$ cat src/rtl/bit_right_shift_16.sv
// 16-bit logical right barrel shifter, out = (b >= 16) ? 0 : a >> b; one cycle latency.
// No backpressure: a new operand pair is accepted on every cycle that in_valid is high.
module bit_right_shift_16 #(
    parameter int WIDTH = 16
) (
    input  logic             clk,
    input  logic             rst_n,
    input  logic             in_valid,
    input  logic [WIDTH-1:0] a,
    input  logic [WIDTH-1:0] b,
    output logic [WIDTH-1:0] out,
    output logic             out_valid
);

    localparam int STAGES = 4;

    logic [WIDTH-1:0] stage [0:STAGES];
    logic             over_range;
    logic [WIDTH-1:0] result;

    assign stage[0] = a;

    // Stage k conditionally shifts by 2^k under control of b[k].
    for (genvar k = 0; k < STAGES; k++) begin : g_stage
        localparam int SH = 1 << k;
        assign stage[k+1] = b[k] ? (stage[k] >> SH) : stage[k];
    end

    // Any upper shift bit set moves every bit out of the word.
    assign over_range = |b[WIDTH-1:STAGES];
    assign result     = over_range ? '0 : stage[STAGES];

    always_ff @(posedge clk or negedge rst_n) begin
        if (!rst_n) begin
            out       <= '0;
            out_valid <= 1'b0;
        end else begin
            out_valid <= in_valid;
            if (in_valid) begin
                out <= result;
            end
        end
    end

endmodule

$ cat config.mk
export PLATFORM = sky130hd
export DESIGN_NAME = bit_right_shift_16
export DESIGN_NICKNAME = d
export VERILOG_FILES = /design/src/rtl/bit_right_shift_16.sv
export SDC_FILE = /design/constraint.sdc
export NUM_CORES = 1
export LEC_CHECK = 0
export CAP_MARGIN = 0
export CORE_MARGIN = 4
export CORE_UTILIZATION = 39
export CTS_CLUSTER_SIZE = 16
export DETAILED_ROUTE_END_ITERATION = 7
export HOLD_SLACK_MARGIN = 0.02
export PLACE_DENSITY_LB_ADDON = 0.08
export SLEW_MARGIN = 20
export SYNTH_ARGS = -nofsm -noshare
export SYNTH_HDL_FRONTEND = slang
export SYNTH_SLANG_ARGS = --single-unit
$ cat constraint.sdc
create_clock -name clk -period 0.8 [get_ports clk]
set_clock_uncertainty 0.1 [all_clocks]
set_input_delay 0.16 -clock clk [delete_from_list [all_inputs] [get_ports clk]]
set_output_delay 0.16 -clock clk [all_outputs]
set_load 0.01 [all_outputs]
## Yosys cells after proc, flatten, opt, wreduce, memory -nomap -nowiden

Index checks and enable logic that the tools add are counted.
Widths: inputs -> output; s select.

- Register bits after elaboration: 17
- Bits in read-only memories: 0
- Memories kept: 0
- Bits in writable memories: 0
- Logic and storage cells: 8
- Bits in latches: 0

- Eq/ne operators: 0
- Bitwise gates (word level): 0
- Order comparisons: 0
- Add/subtract/negate cells: 0
- Divide/modulo/power cells: 0
- Mux-type cells: 5
- Multiply operators: 0
- Reduce and logical (&&, ||, !) cells: 1
- Shift operators: 0

Operator list:

| kind | number |
|---|---|
| $mux 16 | 5 |
| $reduce_or 12->1 | 1 |

## Logic depth before layout (Yosys ltp)

Gate-level depths: netlist of run 1.

- Depth after elaboration: 5
- Depth in mapped cells: 6

## Worst setup path before layout of run 1

No wires, ideal clock.

- Kind: input to register
- Start: input b[0]
- End: register out[0]
- Path buffers: 1
- Data arrival time: 1.366 ns
- Stages on the path: 5
- Slack: -0.792 ns
- Library setup time: 0.126 ns
- Cell sequence: buf_4 > mux4_2 > mux2_2 > a32oi_1 > o21ai_1

- Longest elaborated chain between the ends: 5

Ends and longest elaborated chain:

| item | line | RTL |
|---|---|---|
| start, declared | 10 | `input logic [WIDTH-1:0] b,` |
| $mux 16 (4 in a row) | 26 | `assign stage[k+1] = b[k] ? (stage[k] >> SH) : stage[k];` |
| $mux 16 | 31 | `assign result = over_range ? '0 : stage[STAGES];` |
| end signal, assigned | 40 | `out <= result;` |
| end, declared | 11 | `output logic [WIDTH-1:0] out,` |

Every way passes these cells.
A chain may end at the register's enable or synchronous reset.

## Worst setup path in the final report of run 1

- Start: input b[10]
- End: register out[4]

- Longest elaborated chain between the ends: 2

Ends and longest elaborated chain:

| item | line | RTL |
|---|---|---|
| $reduce_or 12->1 | 30 | `assign over_range = \|b[WIDTH-1:STAGES];` |
| $mux 16 | 31 |  |

Every way passes these cells.

==> flow_metrics.env, run 1 <==
export IMPL_status="finished with violations"
export IMPL_violations="negative setup slack"
export IMPL_setup_violations_final=33
export IMPL_grt_overflow_total=0
export IMPL_worst_ep_arrival_time_ns=1.59
export IMPL_placed_instance_area_um2=2100
export IMPL_detail_route_drc_violations=0
export IMPL_first_pass_iters=4
export IMPL_place_gp_congestion=0.839
export IMPL_maxSlewHeadroom_pct=78.2
export IMPL_synth_seq_area_share_pct=32.3
export IMPL_clock_power_share_pct=22.5
export IMPL_vias_per_cell=5.44
export IMPL_post_synth_top_count_cell="dfrtp_1"
export IMPL_grt_setup_unrepaired="true"
export IMPL_placed_cells_incl_taps=236
export IMPL_num_nets_final=254
export IMPL_hold_viol_final=0
export IMPL_synthesis_yosys_warnings=0
export IMPL_timing_hold_ws_ns=0.0892
export IMPL_floorplan_die_area_um2=4370
export IMPL_min_path_type="input port to async pin"
export IMPL_power_combinational_fraction_pct=36.2
export IMPL_timing_setup_tns_ns=-14.43
export IMPL_p_leak_nw=1.15
export IMPL_via_count_of_the_first_global_routing_pass=1434
export IMPL_synth_async_sr_flop_share_pct=100
export IMPL_layout_drive_gt1_share_pct=54.6
export IMPL_crit_type="input port to register"
export IMPL_antenna_violations_before_repair=0
export IMPL_synth_nets=149
export IMPL_numClockSinks=17
export IMPL_dp_final_hpwl_um=3060
export IMPL_synth_area_per_cell_um2=11.5
export IMPL_area_delta_synth_final_pct=81.9
export IMPL_max_slew_worst_pin_slew_ns=0.317
export IMPL_cts_clk_slew_worst_paths_ns=0.10
export IMPL_netSwitchingPower_uw=605
export IMPL_wire_length_of_the_first_global_routing_pass_um=6780
export IMPL_io_buffers=51
export IMPL_place_worst_setup_slack_ns=-1.31
export IMPL_width_of_the_die_um=66.1
export IMPL_clock_tree_from_tritoncts="done"
export IMPL_final_util_pct=76.6
export IMPL_holdBufCountCts=0
export IMPL_synth_ff_latch_count=17
export IMPL_cts_htree_levels=1
export IMPL_pin_count_of_the_biggest_net_entering_global_routing=18
export IMPL_die_height_um=66.1
export IMPL_core_area_um2=3130
export IMPL_synth_edff_count=0
export IMPL_floorplan_io_pins=52
export IMPL_timing_fmax_mhz=676
export IMPL_netlist_top_cells_area="dfrtp_1, mux4_2, mux2i_1"
export IMPL_finalInstanceArea_um2=2390
export IMPL_tritoncts_buffers=3
export IMPL_reg2reg_depth=4
export IMPL_p_seq_share_pct=41.3
export IMPL_drt_first_iter_violations=97
export IMPL_worstPathRequired_ns=0.92
export IMPL_post_route_fraction_of_the_period_consumed_by_the_critical_path_pct=185
export IMPL_synth_cells=114
export IMPL_synth_ff_type="dfrtp_1"
export IMPL_timing_final_ws_setup_ns=-0.679
export IMPL_final_cells=262
export IMPL_postRouteAntennaNets=0
export IMPL_max_cap_violations=0
export IMPL_crit_path_max_fanout=6
export IMPL_num_antenna_cells=0
export IMPL_cts_root_buf="clkbuf_4"
export IMPL_startpoint_type="input port"
export IMPL_synth_top_cells_by_count="dfrtp_1, mux2i_1, mux4_2"
export IMPL_power_ir_vdd_worst_mv=0.741
export IMPL_power_switching_share_pct=29.0
export IMPL_end_kind="register"
export IMPL_design_power_total_mw=2.09
export IMPL_detail_route_wirelength_um=4460
export IMPL_std_cell_rows=20
export IMPL_route_vias_total=1424
export IMPL_power_per_cell_area_nw_per_um2=872
export IMPL_yosysUniqueCellTypes=40
export IMPL_timing_max_transition_violations_final=0
export IMPL_clock_insertion_delay_worst_skew_ns=0.29
export IMPL_finalWorstPathRequiredPeriod_ns=1.48
export IMPL_gr_usage_all_layers_pct=20.1
export IMPL_initial_core_util_pct=42.1
export IMPL_avgRoutedWirePerCell_um=17.0
export IMPL_synth_area_um2=1320
export IMPL_power_internal_mw=1.48
export IMPL_area_share_of_the_largest_cell_type_after_synthesis_pct=32.3
export IMPL_clock_tree_buffer_depth=2
export IMPL_yosysTopAreaCell="dfrtp_1"
-- cell usage in the layout (no fill, tap or decap), types with 4 or more instances in the layout --
cell             Yosys  routed
buf_4                3      47
buf_2                2      18
dfrtp_1             17      17
dlygate4sd2_1        0      15
mux4_2              10      10
mux2i_1             11      10
buf_6                1       9
clkdlybuf4s50_1      0       7
clkdlybuf4s15_1      0       6
inv_1                5       5
nand2_1              5       4
nand3_1              5       4
-- kinds of logic (layout without fill, tap and decap cells) --
kind of cell,Yosys count,in the layout,share of synthesized area (%)
AOI/OAI and AO/OA,27,27,15.1
buffers and inverters,13,116,6.94
DFF,17,17,32.3
muxes,27,27,30.6
and+or+nand+nor,30,31,15.0
-- worst max-delay path, cell delays in order --
cell      delay (ns)
buf_6           0.09
or4_4           0.53
nor4_4          0.26
buf_6           0.18
buf_6           0.12
nand3b_1        0.13
o211ai_1        0.12
-- final timing paths --
check	startpoint	to	slack, ns
worst max-delay path	b[10]	out[4]	-0.68
worst min-delay path	rst_n	out[0]	0.09
worst max register to register	out[3]	out[3]	-0.35
worst min register to register	out[15]	out[15]	0.42
max in group asynchronous	rst_n	out[10]	0.39
min in group clk	in_valid	out_valid	0.14
-- power groups by stage --
stage | registers [mW] | logic [mW] | clock network (mW)
global route | 0.862 | 0.810 | 0.526
floorplan | 0.881 | 0.330 | 0
finish | 0.862 | 0.755 | 0.471
detailed placement | 0.879 | 0.698 | 0
CTS | 0.862 | 0.711 | 0.470
global placement | 0.879 | 0.682 | 0
-- routing by layer --
metal	vias to the layer above	GRT usage, %	share of wire, %
met3	10	6.29	9.8
met1	685	24.4	38
li1	663	-	-
met4	0	4.57	1.6
met5	-	0	0
met2	66	34.6	50
-- registers in the layout (all words and copies together) (netlist names) --
signal / count
out: 16
out_valid: 1
-- layout make-up --
cell class	instances	area, µm²
Tap cell	44	55.1
Timing Repair Buffer	107	906
Clock buffer	4	26.3
Sequential cell	17	425
Fill cell	219	733
Inverter	5	18.8
Multi-Input combinational cell	85	963
-- timing repair --
| action | 4_1_cts | 5_1_grt |
|---|---|---|
| pin swaps | 6 | 6 |
| setup buffers | 12 | 7 |
| cloned | 2 | 1 |
| setup endpoints to repair | 33 | 33 |
| gates resized for setup | 129 | 20 |
Power figures use the tool's default switching activity.
==> run 2: changes to the inputs <==
--- a/config.mk
+++ b/config.mk
@@ -12,7 +12,6 @@
 export DETAILED_ROUTE_END_ITERATION = 7
 export HOLD_SLACK_MARGIN = 0.02
 export PLACE_DENSITY_LB_ADDON = 0.08
-export SLEW_MARGIN = 20
 export SYNTH_ARGS = -nofsm -noshare
 export SYNTH_HDL_FRONTEND = slang
 export SYNTH_SLANG_ARGS = --single-unit
==> results of run 2 <==
The final DEF is identical to that of run 1; final timing and power are the same.
==> run 3: changes to the inputs <==
--- a/config.mk
+++ b/config.mk
@@ -11,6 +11,7 @@
 export CTS_CLUSTER_SIZE = 16
 export DETAILED_ROUTE_END_ITERATION = 7
 export HOLD_SLACK_MARGIN = 0.02
+export MAX_ROUTING_LAYER = met4
 export PLACE_DENSITY_LB_ADDON = 0.08
 export SYNTH_ARGS = -nofsm -noshare
 export SYNTH_HDL_FRONTEND = slang
==> run 3 against run 2 <==
Against the previous run:
- the flow still finishes with violations (negative setup slack)
- die area unchanged
- combinational power is 2.8% lower
- routed wire length is 2.6% lower
- fmax increased by 1.9%
- power down 2.1%
- core utilization fell by 5.7 points
- register-to-register slack about the same
- sequential power hardly changed
- critical endpoint is now out[0]
- largest cell class unchanged
- highest routed layer unchanged
==> flow_metrics.env, run 3 (synthesized netlist as in run 1, its figures left out) <==
export IMPL_std_cell_rows=20
export IMPL_via_count_of_the_first_global_routing_pass=1462
export IMPL_width_of_the_die_um=66.1
export IMPL_max_flop_register="out"
export IMPL_grt_overflow_total=0
export IMPL_num_antenna_cells=0
export IMPL_floorplan_die_area_um2=4370
export IMPL_core_area_um2=3130
export IMPL_avgRoutedWirePerCell_um=17.5
export IMPL_route_vias_total=1369
export IMPL_first_pass_iters=4
export IMPL_worst_ep_arrival_time_ns=1.57
export IMPL_dp_final_hpwl_um=3280
export IMPL_num_nets_final=240
export IMPL_end_kind="register"
export IMPL_hold_viol_final=0
export IMPL_vias_per_cell=5.52
export IMPL_power_per_cell_area_nw_per_um2=922
export IMPL_pin_count_of_the_biggest_net_entering_global_routing=18
export IMPL_timing_final_ws_setup_ns=-0.651
export IMPL_min_path_type="input port to async pin"
export IMPL_top_library_cells_by_usage_in_the_layout_fill_and_taps_aside="buf_4, dlygate4sd2_1, buf_2"
export IMPL_postRouteAntennaNets=0
export IMPL_max_slew_worst_pin_slew_ns=0.514
export IMPL_initial_core_util_pct=42.1
export IMPL_final_util_pct=70.9
export IMPL_holdBufCountCts=0
export IMPL_crit_type="input port to register"
export IMPL_design_power_total_mw=2.04
export IMPL_power_ir_vdd_worst_mv=0.735
export IMPL_area_delta_synth_final_pct=68.4
export IMPL_floorplan_io_pins=52
export IMPL_violations="negative setup slack"
export IMPL_placed_cells_incl_taps=232
export IMPL_tritoncts_buffers=3
export IMPL_cts_htree_levels=1
export IMPL_regs_by_ff_count="out: 16 flops, out_valid: 1 flops"
export IMPL_drt_first_iter_violations=49
export IMPL_p_leak_nw=1.05
export IMPL_largest_register_ffs=16
export IMPL_timing_max_transition_violations_final=0
export IMPL_mostFrequentLayoutCell="buf_4"
export IMPL_place_gp_congestion=0.888
export IMPL_placed_instance_area_um2=2070
export IMPL_critical_path_slowest_cell="or4_4"
export IMPL_max_cap_violations=0
export IMPL_clock_tree_from_tritoncts="done"
export IMPL_io_buffers=51
export IMPL_setup_violations_final=33
export IMPL_final_cells=248
export IMPL_finalWorstPathRequiredPeriod_ns=1.45
export IMPL_numClockSinks=17
export IMPL_layout_drive_gt1_share_pct=50.5
export IMPL_status="finished with violations"
export IMPL_worstPathCellList="buf_6, or4_4, nor4_4, buf_6, buf_6, a32oi_1, o21ai_1"
export IMPL_cpMostUsedCell="buf_6"
export IMPL_grt_setup_unrepaired="true"
export IMPL_wire_length_of_the_first_global_routing_pass_um=7140
export IMPL_timing_hold_ws_ns=0.0979
export IMPL_startpoint_type="input port"
export IMPL_die_height_um=66.1
export IMPL_finalInstanceArea_um2=2220
export IMPL_post_route_fraction_of_the_period_consumed_by_the_critical_path_pct=181
export IMPL_cts_root_buf="clkbuf_4"
export IMPL_antenna_violations_before_repair=0
export IMPL_maxSlewHeadroom_pct=65.5
export IMPL_clock_tree_buffer_depth=2
export IMPL_critical_path_max_stage_delay_ns=0.54
export IMPL_detail_route_wirelength_um=4340
export IMPL_place_worst_setup_slack_ns=-1.33
export IMPL_gr_usage_all_layers_pct=21.8
export IMPL_timing_fmax_mhz=689
export IMPL_clock_insertion_delay_worst_skew_ns=0.29
export IMPL_crit_path_max_fanout=6
export IMPL_cts_clk_slew_worst_paths_ns=0.10
export IMPL_timing_setup_tns_ns=-14.53
export IMPL_worstPathRequired_ns=0.92
export IMPL_detail_route_drc_violations=0
==> run 3: changes by cell type in the layout (fill, tap and decap cells not counted), moves of 2 or more <==
cell and delta:
nand3_2 +2, o21ai_1 +2, nand3_1 -3, nand2_2 +2, o2bb2ai_4 -2, clkdlybuf4s15_1 -3
o2bb2ai_2 +2, nand2_8 -2, dlygate4sd2_1 +4, o21ai_2 -2, buf_4 -13
==> run 3: critical path: cells and delay by family <==
| kind | cells | cell delay (ns) |
|---|---|---|
| and+or+nand+nor | 2 | 0.83 |
| AOI/OAI and AO/OA | 2 | 0.18 |
| buffers and inverters | 3 | 0.40 |
==> run 3: what timing repair did <==
action / CTS / global route
endpoints found under the setup margin: 33 / 33
buffers inserted: 10 / 0
pin swaps: 8 / 0
gates resized for setup: 135 / 5
gates cloned: 2 / 0
==> run 3: power breakdown <==
part	internal, mW	switching (mW)
Sequential	0.861	0.000593
Combinational	0.419	0.315
Clock	0.194	0.255
==> run 3: final cells by class <==
type	count	area, µm²
clock buffer	4	26.3
tap	44	55.1
timing repair buffer	93	779
inverter	5	18.8
sequential	17	425
multi-input combinational	85	912
fill	262	911
==> run 3: per-layer routing <==
| layer | GRT usage [%] | vias to the layer above | routed length [µm] |
|---|---|---|---|
| met5 | - | - | 0 |
| met4 | 5.84 | 0 | 95 |
| met3 | 5.78 | 10 | 405 |
| met2 | 36.6 | 74 | 2210 |
| met1 | 25.8 | 648 | 1630 |
| li1 | - | 637 | - |
==> run 3: path summary, 6_finish.rpt <==
check,start,endpoint,slack [ns],depth (start not counted)
min in group clk,b[15],out[13],0.34,6
setup / recovery,b[15],out[0],-0.65,7
setup reg to reg,out[2],out[2],-0.35,4
hold reg to reg,out[15],out[15],0.42,2
max in group asynchronous,rst_n,out[11],0.37,2
hold / removal,rst_n,out[15],0.1,2
